[src/rtl/simd_pkg.sv]
// Shared types and constants for the result-unloader path.
// Memory geometry defaults match the processor core.
package simd_pkg;

  localparam int unsigned DMEM_DEPTH_DEF = 256;
  localparam int unsigned DATA_LEN_DEF   = 32;

  localparam int unsigned FIFO_DEPTH = 4;
  localparam int unsigned FIFO_PTR_W = $clog2(FIFO_DEPTH);
  localparam int unsigned FIFO_CNT_W = $clog2(FIFO_DEPTH + 1);

  typedef enum logic [1:0] {
    StIdle,
    StRead,
    StDrain,
    StDone
  } res_unl_state_t;

endpackage

[src/rtl/res_unloader_fifo.sv]
// Small synchronous FIFO holding {last, data} beats for the unloader stream.
// Simultaneous push and pop leave the occupancy unchanged.
module res_unloader_fifo
  import simd_pkg::*;
#(
  parameter int unsigned Width = 33
) (
  input  logic                  clk_i,
  input  logic                  rst_ni,
  input  logic                  push_i,
  input  logic [Width-1:0]      wdata_i,
  input  logic                  pop_i,
  output logic [Width-1:0]      rdata_o,
  output logic                  full_o,
  output logic                  empty_o,
  output logic [FIFO_CNT_W-1:0] count_o
);

  logic [Width-1:0]      mem_q [FIFO_DEPTH];
  logic [FIFO_PTR_W-1:0] wptr_q, rptr_q;
  logic [FIFO_CNT_W-1:0] count_q;
  logic                  do_push, do_pop;

  assign full_o  = (count_q == FIFO_CNT_W'(FIFO_DEPTH));
  assign empty_o = (count_q == '0);
  assign do_push = push_i && !full_o;
  assign do_pop  = pop_i && !empty_o;
  assign rdata_o = mem_q[rptr_q];
  assign count_o = count_q;

  always_ff @(posedge clk_i or negedge rst_ni) begin
    if (!rst_ni) begin
      for (int unsigned i = 0; i < FIFO_DEPTH; i++) begin
        mem_q[i] <= '0;
      end
      wptr_q  <= '0;
      rptr_q  <= '0;
      count_q <= '0;
    end else begin
      if (do_push) begin
        mem_q[wptr_q] <= wdata_i;
        wptr_q        <= wptr_q + FIFO_PTR_W'(1);
      end
      if (do_pop) begin
        rptr_q <= rptr_q + FIFO_PTR_W'(1);
      end
      count_q <= count_q + FIFO_CNT_W'(do_push) - FIFO_CNT_W'(do_pop);
    end
  end

endmodule

[src/rtl/res_unloader.sv]
// Streams len words of the result RAM out over valid/ready after a start trigger.
// Define RES_UNLOADER_CHECKSUM_EN to append an XOR checksum beat carrying m_last.
module res_unloader
  import simd_pkg::*;
#(
  parameter int unsigned DMEM_DEPTH = DMEM_DEPTH_DEF,
  parameter int unsigned DATA_LEN   = DATA_LEN_DEF,
  parameter int unsigned RD_LAT     = 1,
  localparam int unsigned ADDR_W    = $clog2(DMEM_DEPTH)
) (
  input  logic                clk_i,
  input  logic                rst_ni,
  input  logic                start_i,
  input  logic [ADDR_W:0]     len_i,
  output logic                res_en_o,
  output logic [ADDR_W-1:0]   res_addr_o,
  input  logic [DATA_LEN-1:0] res_dout_i,
  output logic [DATA_LEN-1:0] m_data_o,
  output logic                m_valid_o,
  input  logic                m_ready_i,
  output logic                m_last_o,
  output logic                busy_o,
  output logic                done_o
);

  res_unl_state_t        state_q, state_d;
  logic [ADDR_W:0]       len_q, len_d;
  logic [ADDR_W-1:0]     addr_q, addr_d;
  logic [RD_LAT-1:0]     rd_vld_q, rd_last_q;
  logic [FIFO_CNT_W-1:0] outst, fifo_count;
  logic                  credit_ok, issue, issue_last;
  logic                  data_push, data_last;
  logic                  fifo_push, fifo_pop, fifo_full, fifo_empty;
  logic [DATA_LEN:0]     fifo_wdata, fifo_rdata;

  // Reads still travelling through the RAM pipeline.
  always_comb begin
    outst = '0;
    for (int unsigned i = 0; i < RD_LAT; i++) begin
      outst = outst + FIFO_CNT_W'(rd_vld_q[i]);
    end
  end

  assign credit_ok  = ((FIFO_CNT_W + 1)'(outst) + (FIFO_CNT_W + 1)'(fifo_count))
                      < (FIFO_CNT_W + 1)'(FIFO_DEPTH);
  assign issue      = (state_q == StRead) && (len_q != '0) && credit_ok;
  assign issue_last = ({1'b0, addr_q} == (len_q - (ADDR_W + 1)'(1)));
  assign data_push  = rd_vld_q[RD_LAT-1];
  assign data_last  = rd_last_q[RD_LAT-1];
  assign fifo_pop   = m_valid_o && m_ready_i;

  always_comb begin
    state_d = state_q;
    len_d   = len_q;
    addr_d  = addr_q;
    unique case (state_q)
      StIdle: begin
        if (start_i) begin
          len_d   = len_i;
          addr_d  = '0;
          state_d = StRead;
        end
      end
      StRead: begin
        // An empty run passes through here so done lands two cycles after start.
        if (len_q == '0) begin
          state_d = StDone;
        end else if (issue) begin
          if (issue_last) begin
            state_d = StDrain;
          end else begin
            addr_d = addr_q + ADDR_W'(1);
          end
        end
      end
      StDrain: begin
        if (fifo_pop && fifo_rdata[DATA_LEN]) begin
          state_d = StDone;
        end
      end
      StDone:  state_d = StIdle;
      default: state_d = StIdle;
    endcase
  end

  always_ff @(posedge clk_i or negedge rst_ni) begin
    if (!rst_ni) begin
      state_q   <= StIdle;
      len_q     <= '0;
      addr_q    <= '0;
      rd_vld_q  <= '0;
      rd_last_q <= '0;
    end else begin
      state_q      <= state_d;
      len_q        <= len_d;
      addr_q       <= addr_d;
      rd_vld_q[0]  <= issue;
      rd_last_q[0] <= issue && issue_last;
      for (int unsigned i = 1; i < RD_LAT; i++) begin
        rd_vld_q[i]  <= rd_vld_q[i-1];
        rd_last_q[i] <= rd_last_q[i-1];
      end
    end
  end

`ifdef RES_UNLOADER_CHECKSUM_EN
  logic [DATA_LEN-1:0] csum_q, csum_d;
  logic                csum_pend_q, csum_pend_d, csum_push;

  // Checksum beat follows the final data word once the FIFO has room.
  assign csum_push = csum_pend_q && !fifo_full;

  always_comb begin
    csum_d      = csum_q;
    csum_pend_d = csum_pend_q;
    if ((state_q == StIdle) && start_i) begin
      csum_d      = '0;
      csum_pend_d = 1'b0;
    end else begin
      if (data_push) begin
        csum_d = csum_q ^ res_dout_i;
        if (data_last) begin
          csum_pend_d = 1'b1;
        end
      end
      if (csum_push) begin
        csum_pend_d = 1'b0;
      end
    end
  end

  always_ff @(posedge clk_i or negedge rst_ni) begin
    if (!rst_ni) begin
      csum_q      <= '0;
      csum_pend_q <= 1'b0;
    end else begin
      csum_q      <= csum_d;
      csum_pend_q <= csum_pend_d;
    end
  end

  assign fifo_push  = data_push || csum_push;
  assign fifo_wdata = data_push ? {1'b0, res_dout_i} : {1'b1, csum_q};
`else
  assign fifo_push  = data_push;
  assign fifo_wdata = {data_last, res_dout_i};
`endif

  res_unloader_fifo #(
    .Width (DATA_LEN + 1)
  ) u_fifo (
    .clk_i   (clk_i),
    .rst_ni  (rst_ni),
    .push_i  (fifo_push),
    .wdata_i (fifo_wdata),
    .pop_i   (fifo_pop),
    .rdata_o (fifo_rdata),
    .full_o  (fifo_full),
    .empty_o (fifo_empty),
    .count_o (fifo_count)
  );

  assign res_en_o   = issue;
  assign res_addr_o = addr_q;
  assign m_valid_o  = !fifo_empty;
  assign m_data_o   = fifo_rdata[DATA_LEN-1:0];
  assign m_last_o   = fifo_rdata[DATA_LEN];
  assign busy_o     = (state_q != StIdle);
  assign done_o     = (state_q == StDone);

endmodule

[config.mk]
export PLATFORM = sky130hd
export DESIGN_NAME = res_unloader
export DESIGN_NICKNAME = d
export VERILOG_FILES = /design/src/rtl/simd_pkg.sv /design/src/rtl/res_unloader_fifo.sv /design/src/rtl/res_unloader.sv
export SDC_FILE = /design/constraint.sdc
export NUM_CORES = 1
export LEC_CHECK = 0
export BUFFER_PORTS_ARGS = -buffer_cell sky130_fd_sc_hd__buf_2
export CORE_MARGIN = 10
export CORE_UTILIZATION = 40
export DETAILED_ROUTE_END_ITERATION = 6
export GPL_TIMING_DRIVEN = 0
export SETUP_SLACK_MARGIN = 0.1
export SLEW_MARGIN = 20
export SYNTH_ARGS = -nofsm -noshare
export SYNTH_HDL_FRONTEND = slang
export SYNTH_HIERARCHICAL = 1
export SYNTH_SLANG_ARGS = --single-unit
[constraint.sdc]
create_clock -name clk_i -period 3.2 [get_ports clk_i]
set_input_delay 0.16 -clock clk_i [delete_from_list [all_inputs] [get_ports clk_i]]
set_output_delay 0.16 -clock clk_i [all_outputs]
set_load 0.01 [all_outputs]
# ---- After elaboration in Yosys (flattened, before gate mapping)
# Cells that the tools add are included.
dict set report word_totals {
  regBits 160
  input_bits 45
}
dict set report op_classes {
  n_addsub 7
  n_lt_le_gt_ge 4
  n_eq_ne 12
  mux 17
  bitwise_logic 2
  n_reduce_logical 19
}
# operator count
set ops {}
lappend ops {{bitwise mux 132 bit} 1}
lappend ops {{2-to-1 mux 33 bit} 3}
lappend ops {{binary-select mux 33 bit (select 2 bit)} 1}
lappend ops {{demux 33 bit (select 2 bit)} 1}
lappend ops {{2-to-1 mux 8 bit} 4}
lappend ops {{case mux 8 bit (2 select lines)} 1}
lappend ops {{2-to-1 mux 2 bit} 5}
lappend ops {{!= test 2 bit, second input constant} 5}
lappend ops {{equality test 8 x 9 -> 1 bit} 1}
lappend ops {{zero test 9 bit} 1}
lappend ops {{nonzero test 9 bit} 1}
lappend ops {{subtractor 9 x 1 -> 9 bit, second input constant} 1}
lappend ops {{adder 8 x 1 -> 8 bit, second input constant} 1}
lappend ops {{logical AND 1 bit} 8}
lappend ops {{case mux 2 bit (4 select lines)} 1}
lappend ops {{>= comparator 3 bit, second input constant} 2}
lappend ops {{!= test 3 x 2 -> 1 bit, second input constant} 2}
lappend ops {{NOT 2 -> 3 bit} 2}
lappend ops {{AND reduction 5 bit} 1}
lappend ops {{adder 1 x 3 -> 4 bit} 1}
lappend ops {{adder 2 x 1 -> 2 bit, second input constant} 2}
lappend ops {{equality test 2 bit, second input constant} 2}
lappend ops {{< comparator 4 x 3 -> 1 bit, second input constant} 1}
lappend ops {{AND reduction 4 bit} 1}
lappend ops {{10 further kinds} 12}

# ---- Depth between registers and ports, before layout
dict set report depth {
  ltp_word 7
  depth_mapped 11
}

# ---- Cells and area by module
# The synthesis kept the hierarchy.
# mod n_inst cells_per_inst area_each_um2
set modules_own_cells {}
lappend modules_own_cells {res_unloader_fifo 1 855 9587.9}
lappend modules_own_cells {res_unloader 1 137 1343.8}

# ---- Worst setup path before layout
# Ideal clock, no wire load.
dict set report synth_timing {
  kind {reg-to-reg}
  from {register u_fifo.count_q[1], in the netlist u_fifo/count_o[1]}
  to {register u_fifo.count_q[2], in the netlist u_fifo/count_o[2]}
  setup_ns 0.123
  arrival_ns 2.260
  required_ns 3.077
  path_slack_ns 0.818
  stages_incl_launch_ff 12
  path_buffers 2
  period_less_slack_ns 2.382
  cell_sequence {dfrtp_1 > buf_2 > buf_4 > nor3_1 > nor2b_1 > o31a_1 > ha_1 > inv_1 > ha_1 > fa_1 > xor2_1 > xnor2_1}
}
dict set report synth_between {
  elab_chain_len 5
  word_cells_on_any_way 9
  cone_classes {add/sub: 2; eq/ne: 1; reduce/logical: 6}
}
# item line
set synth_rtl {}
lappend synth_rtl {{start: declaration} res_unloader_fifo.sv:21} ;# logic [FIFO_CNT_W-1:0] count_q;
lappend synth_rtl {{start signal: assignment} res_unloader_fifo.sv:47} ;# count_q <= count_q + FIFO_CNT_W'(do_push) - FIFO_CNT_W'(do_pop);
lappend synth_rtl {{zero test 3 bit} res_unloader_fifo.sv:25} ;# assign empty_o = (count_q == '0);
lappend synth_rtl {{named net fifo_empty} res_unloader.sv:33} ;# logic fifo_push, fifo_pop, fifo_full, fifo_empty;
lappend synth_rtl {{zero test 1 bit} res_unloader.sv:165} ;# assign m_valid_o = !fifo_empty;
lappend synth_rtl {{logical AND 1 bit} res_unloader.sv:50} ;# assign fifo_pop = m_valid_o && m_ready_i;
lappend synth_rtl {{named net fifo_pop} res_unloader.sv:33}
lappend synth_rtl {{logical AND 1 bit} res_unloader_fifo.sv:27} ;# assign do_pop = pop_i && !empty_o;
lappend synth_rtl {{named net u_fifo.do_pop} res_unloader_fifo.sv:22} ;# logic do_push, do_pop;
lappend synth_rtl {{subtractor 3 x 1 -> 3 bit} res_unloader_fifo.sv:47}
# The timed path passes the listed nets, and every way through them passes these cells.
# A chain may end at the register's enable or synchronous reset.

# ---- Worst setup path in the final report
# Same ends and word-level chain as after synthesis.

==> results.yml <==
critical_path:
  path_class: "flop to flop"
  crit_path_start_kind: "flop"
  regToRegSetupSlack_ns: 0.45
  cp_data_required_time_ns: 3.52
  r2r_cells: 11
  r2r-end: "u_fifo/count_o[2]$_DFF_PN0_"
  crit_arrival_ns: 3.07
  endpoint_kind: "flop"
  worstSetupEndpoint: "u_fifo/count_o[2]$_DFF_PN0_"
  worst-path-max-fanout: 10
  r2r-start: "u_fifo/count_o[1]$_DFF_PN0_"
  crit_path_start: "u_fifo/count_o[1]$_DFF_PN0_"
placement:
  place_congestion: 0.846
  place_hpwl_um: 24900
  port_buffers: 89
  placed_cells: 1424
route:
  wl_met2_um: 16900
  drc_errors: 0
  vias: 9197
  top_layer: "met4"
  ant_nets: 0
  initialDrtViolationCount: 918
  firstDrtPassIters: 5
  drt-vias-per-instance: 6.27
  wl_met1_um: 15600
  dr_wl_met3_um: 2700
  wl_um: 35900
  wire_per_inst_um: 24.5
layout:
  diodes: 0
  layout-drive-gt1-share: 0.311
  area_growth_pct: 14.8
  fin_cells: 1466
  fillers: 2498
  nNetsFinal: 1172
cts:
  cts_root_buf: "clkbuf_16"
  cts.clk_slew.worst_paths_ns: 0.07
  clk_path_buf_depth: 2
  cts_buffers: 17
  cts_resized: 0
  tritoncts: "yes"
  clock_sinks: 160
  htree_levels: 4
  post-cts-setup-buffers: 0
  clk_latency_ns: 0.44
worst_hold_path:
  worstHoldPathType: "input pin to flop"
  hold_start: "res_dout_i[15]"
pwr:
  peakVddDrop_v: 0.000465
  p_leak_uw: 0.00458
  p_total_uw: 13600
  power_density_nw_per_um2: 1090
sta:
  timing.setup.tns_ns: 0
  slew_viol_final: 0
  max_freq_mhz: 363
  period_minus_slack_ns: 2.75
  period_share: 0.860
  tightest_slew_ns: 0.797
  finalClockSkew_ns: 0.0120
  maxSlewHeadroom: 0.469
  grt_setup_unrepaired: "no"
  fin_hold_ws_ns: 0.0523
  setup-violations-final: 0
  finalHoldViolations: 0
logic_synthesis:
  syn_nets: 1052
  synth-seq-cells: 160
  syn_area_um2: 10900
  yosys_warnings: 6
  postSynthAreaPerCell_um2: 11.0
  ys_seq_area_frac: 0.366
  postSynthCellCount: 992
  yosysUniqueCellTypes: 50
global_routing:
  grt.overflow.total: 0
  antenna_found_initial: 0
  grt_max_degree: 83
  grt_pass1_vias: 9198
  grt_pass1_wl_um: 55700
  grt_use_total: 0.209
floorplan:
  placement_rows: 60
  initial_core_util: 0.406
  die-area_um2: 34300
  die_w_um: 185
  io_pins: 90
  die_h_um: 185
  core-area_um2: 27000
run:
  maxCapViolCount: 0
outcome:
  status: "finished, final reports clean"
## final cells by class
class | count | area (µm²) | share of cell area
timing repair buffer | 101 | 611 | 0.0486
clock buffer | 17 | 425 | 0.0339
buffer | 127 | 617 | 0.0491
tap | 341 | 427 | 0.0340
clock inverter | 15 | 158 | 0.0126
sequential | 160 | 4000 | 0.319
inverter | 13 | 48.8 | 0.00389
multi-input combinational | 692 | 6260 | 0.499
## worst min-delay path by stage
stage / to / slack [ns] / cells past startpoint
global route: u_fifo/mem_q[16]$_DFFE_PN0P_ / 0.05 / 3
global placement: len_q[7]$_DFFE_PN0P_ / 0.39 / 2
CTS: u_fifo/mem_q[114]$_DFFE_PN0P_ / 0.04 / 3
finish: u_fifo/mem_q[114]$_DFFE_PN0P_ / 0.05 / 3
floorplan: data_last$_DFF_PN0_ / -0.14 / 0
detailed placement: len_q[2]$_DFFE_PN0P_ / -0.04 / 1
## kinds of logic (layout without fill, tap and decap cells)
kind of cell               Yosys count  in the layout  share of synthesized area
DFF                                160            160                      0.366
adders and majority gates           15             15                     0.0179
AOI/OAI and AO/OA                  298            298                      0.233
muxes                               44             44                     0.0837
and+or+nand+nor                    322            322                      0.227
buffers and inverters              140            273                     0.0609
xor gates and xnor gates            13             13                     0.0104
## cell usage after synthesis (all sizes together)
| cell type | count | area (µm²) |
|---|---|---|
| dfrtp | 160 | 4000 |
| nand3 | 140 | 701 |
| o211ai | 136 | 1020 |
| nand4bb | 134 | 1510 |
| a21bo | 133 | 1330 |
| clkbuf | 64 | 240 |
| buf | 63 | 377 |
| mux4 | 33 | 792 |
| ha | 14 | 175 |
| inv | 13 | 48.8 |
| mux2 | 10 | 113 |
| xnor2 | 10 | 87.6 |
| nor2 | 9 | 33.8 |
| a21oi | 8 | 43.8 |
| o21ai | 8 | 43.8 |
| nand2 | 7 | 26.3 |
| nand2b | 5 | 31.3 |
| or3 | 5 | 31.3 |
| nor3 | 4 | 31.3 |
| a31oi | 3 | 18.8 |
| and2 | 3 | 18.8 |
| nor2b | 3 | 18.8 |
| nor4 | 3 | 18.8 |
| xor2 | 3 | 26.3 |
| nand3b | 2 | 15.0 |
| nand4 | 2 | 12.5 |
| nor3b | 2 | 15.0 |
| o311ai | 2 | 25.0 |
| a21o | 1 | 8.76 |
| a22oi | 1 | 7.51 |
| a32o | 1 | 10.0 |
| a32oi | 1 | 8.76 |
| a41oi | 1 | 8.76 |
| and3 | 1 | 6.26 |
| and3b | 1 | 10.0 |
| fa | 1 | 20.0 |
| mux2i | 1 | 10.0 |
| o2111ai | 1 | 8.76 |
| o31a | 1 | 8.76 |
| o31ai | 1 | 7.51 |
| or4 | 1 | 7.51 |
## power breakdown
group          internal, µW  switching [µW]  leakage [µW]
sequential             2850             715       0.00170
combinational          3580            4410       0.00261
clock                  1160             937      0.000277
total                  7580            6060       0.00458
## layer usage
| metal | vias to the layer above | track usage |
|---|---|---|
| li1 | 4142 | - |
| met1 | 4659 | 0.283 |
| met2 | 358 | 0.325 |
| met3 | 38 | 0.0449 |
| met4 | 0 | 0.0666 |
| met5 | - | 0 |
## placed cells by master (no fill, tap or decap), types with 13 or more instances in the layout
cell type	synthesis	layout
a21bo_2	132	132
buf_2	43	131
clkbuf_1	64	64
clkbuf_16	0	17
dfrtp_1	160	160
ha_1	14	14
inv_1	13	13
mux4_1	13	13
mux4_2	20	20
nand3_1	140	140
nand4bb_1	134	134
o211ai_1	136	136
## through the flow
| stage | instance area [µm²] | setup slack, ns | utilization |
|---|---|---|---|
| 6_report | 12600 | 0.447 | 0.466 |
| 5_1_grt | 12600 | 0.271 | 0.466 |
| 4_1_cts | 12600 | 0.456 | 0.466 |
| 3_5_place_dp | 11900 | 0.469 | 0.440 |
| 3_3_place_gp | 11800 | -0.827 | 0.438 |
| 2_1_floorplan | 10900 | 0.818 | - |
## registers in the layout, summed over array words and instances (netlist names)
signal / cells
len_q: 9
data_push: 1
state_q: 2
res_addr_o: 8
u_fifo/count_o: 3
u_fifo/wptr_q: 2
data_last: 1
u_fifo/mem_q: 132
u_fifo/rptr_q: 2
## repair_timing
item / 4_1_cts / 5_1_grt
setup endpoints to repair: 0 / 0
hold buffers: 10 / 0
hold endpoints to repair: 98 / 0
## worst max-delay path: stages (launching register included)
cell     delay, ns
dfrtp_1       0.49
buf_2         0.24
buf_4         0.20
nor3_1        0.26
nor2b_1       0.14
o31a_1        0.15
ha_1          0.28
inv_1         0.04
ha_1          0.19
fa_1          0.37
xor2_1        0.16
xnor2_1       0.12
(Power assumes the default switching activity.)
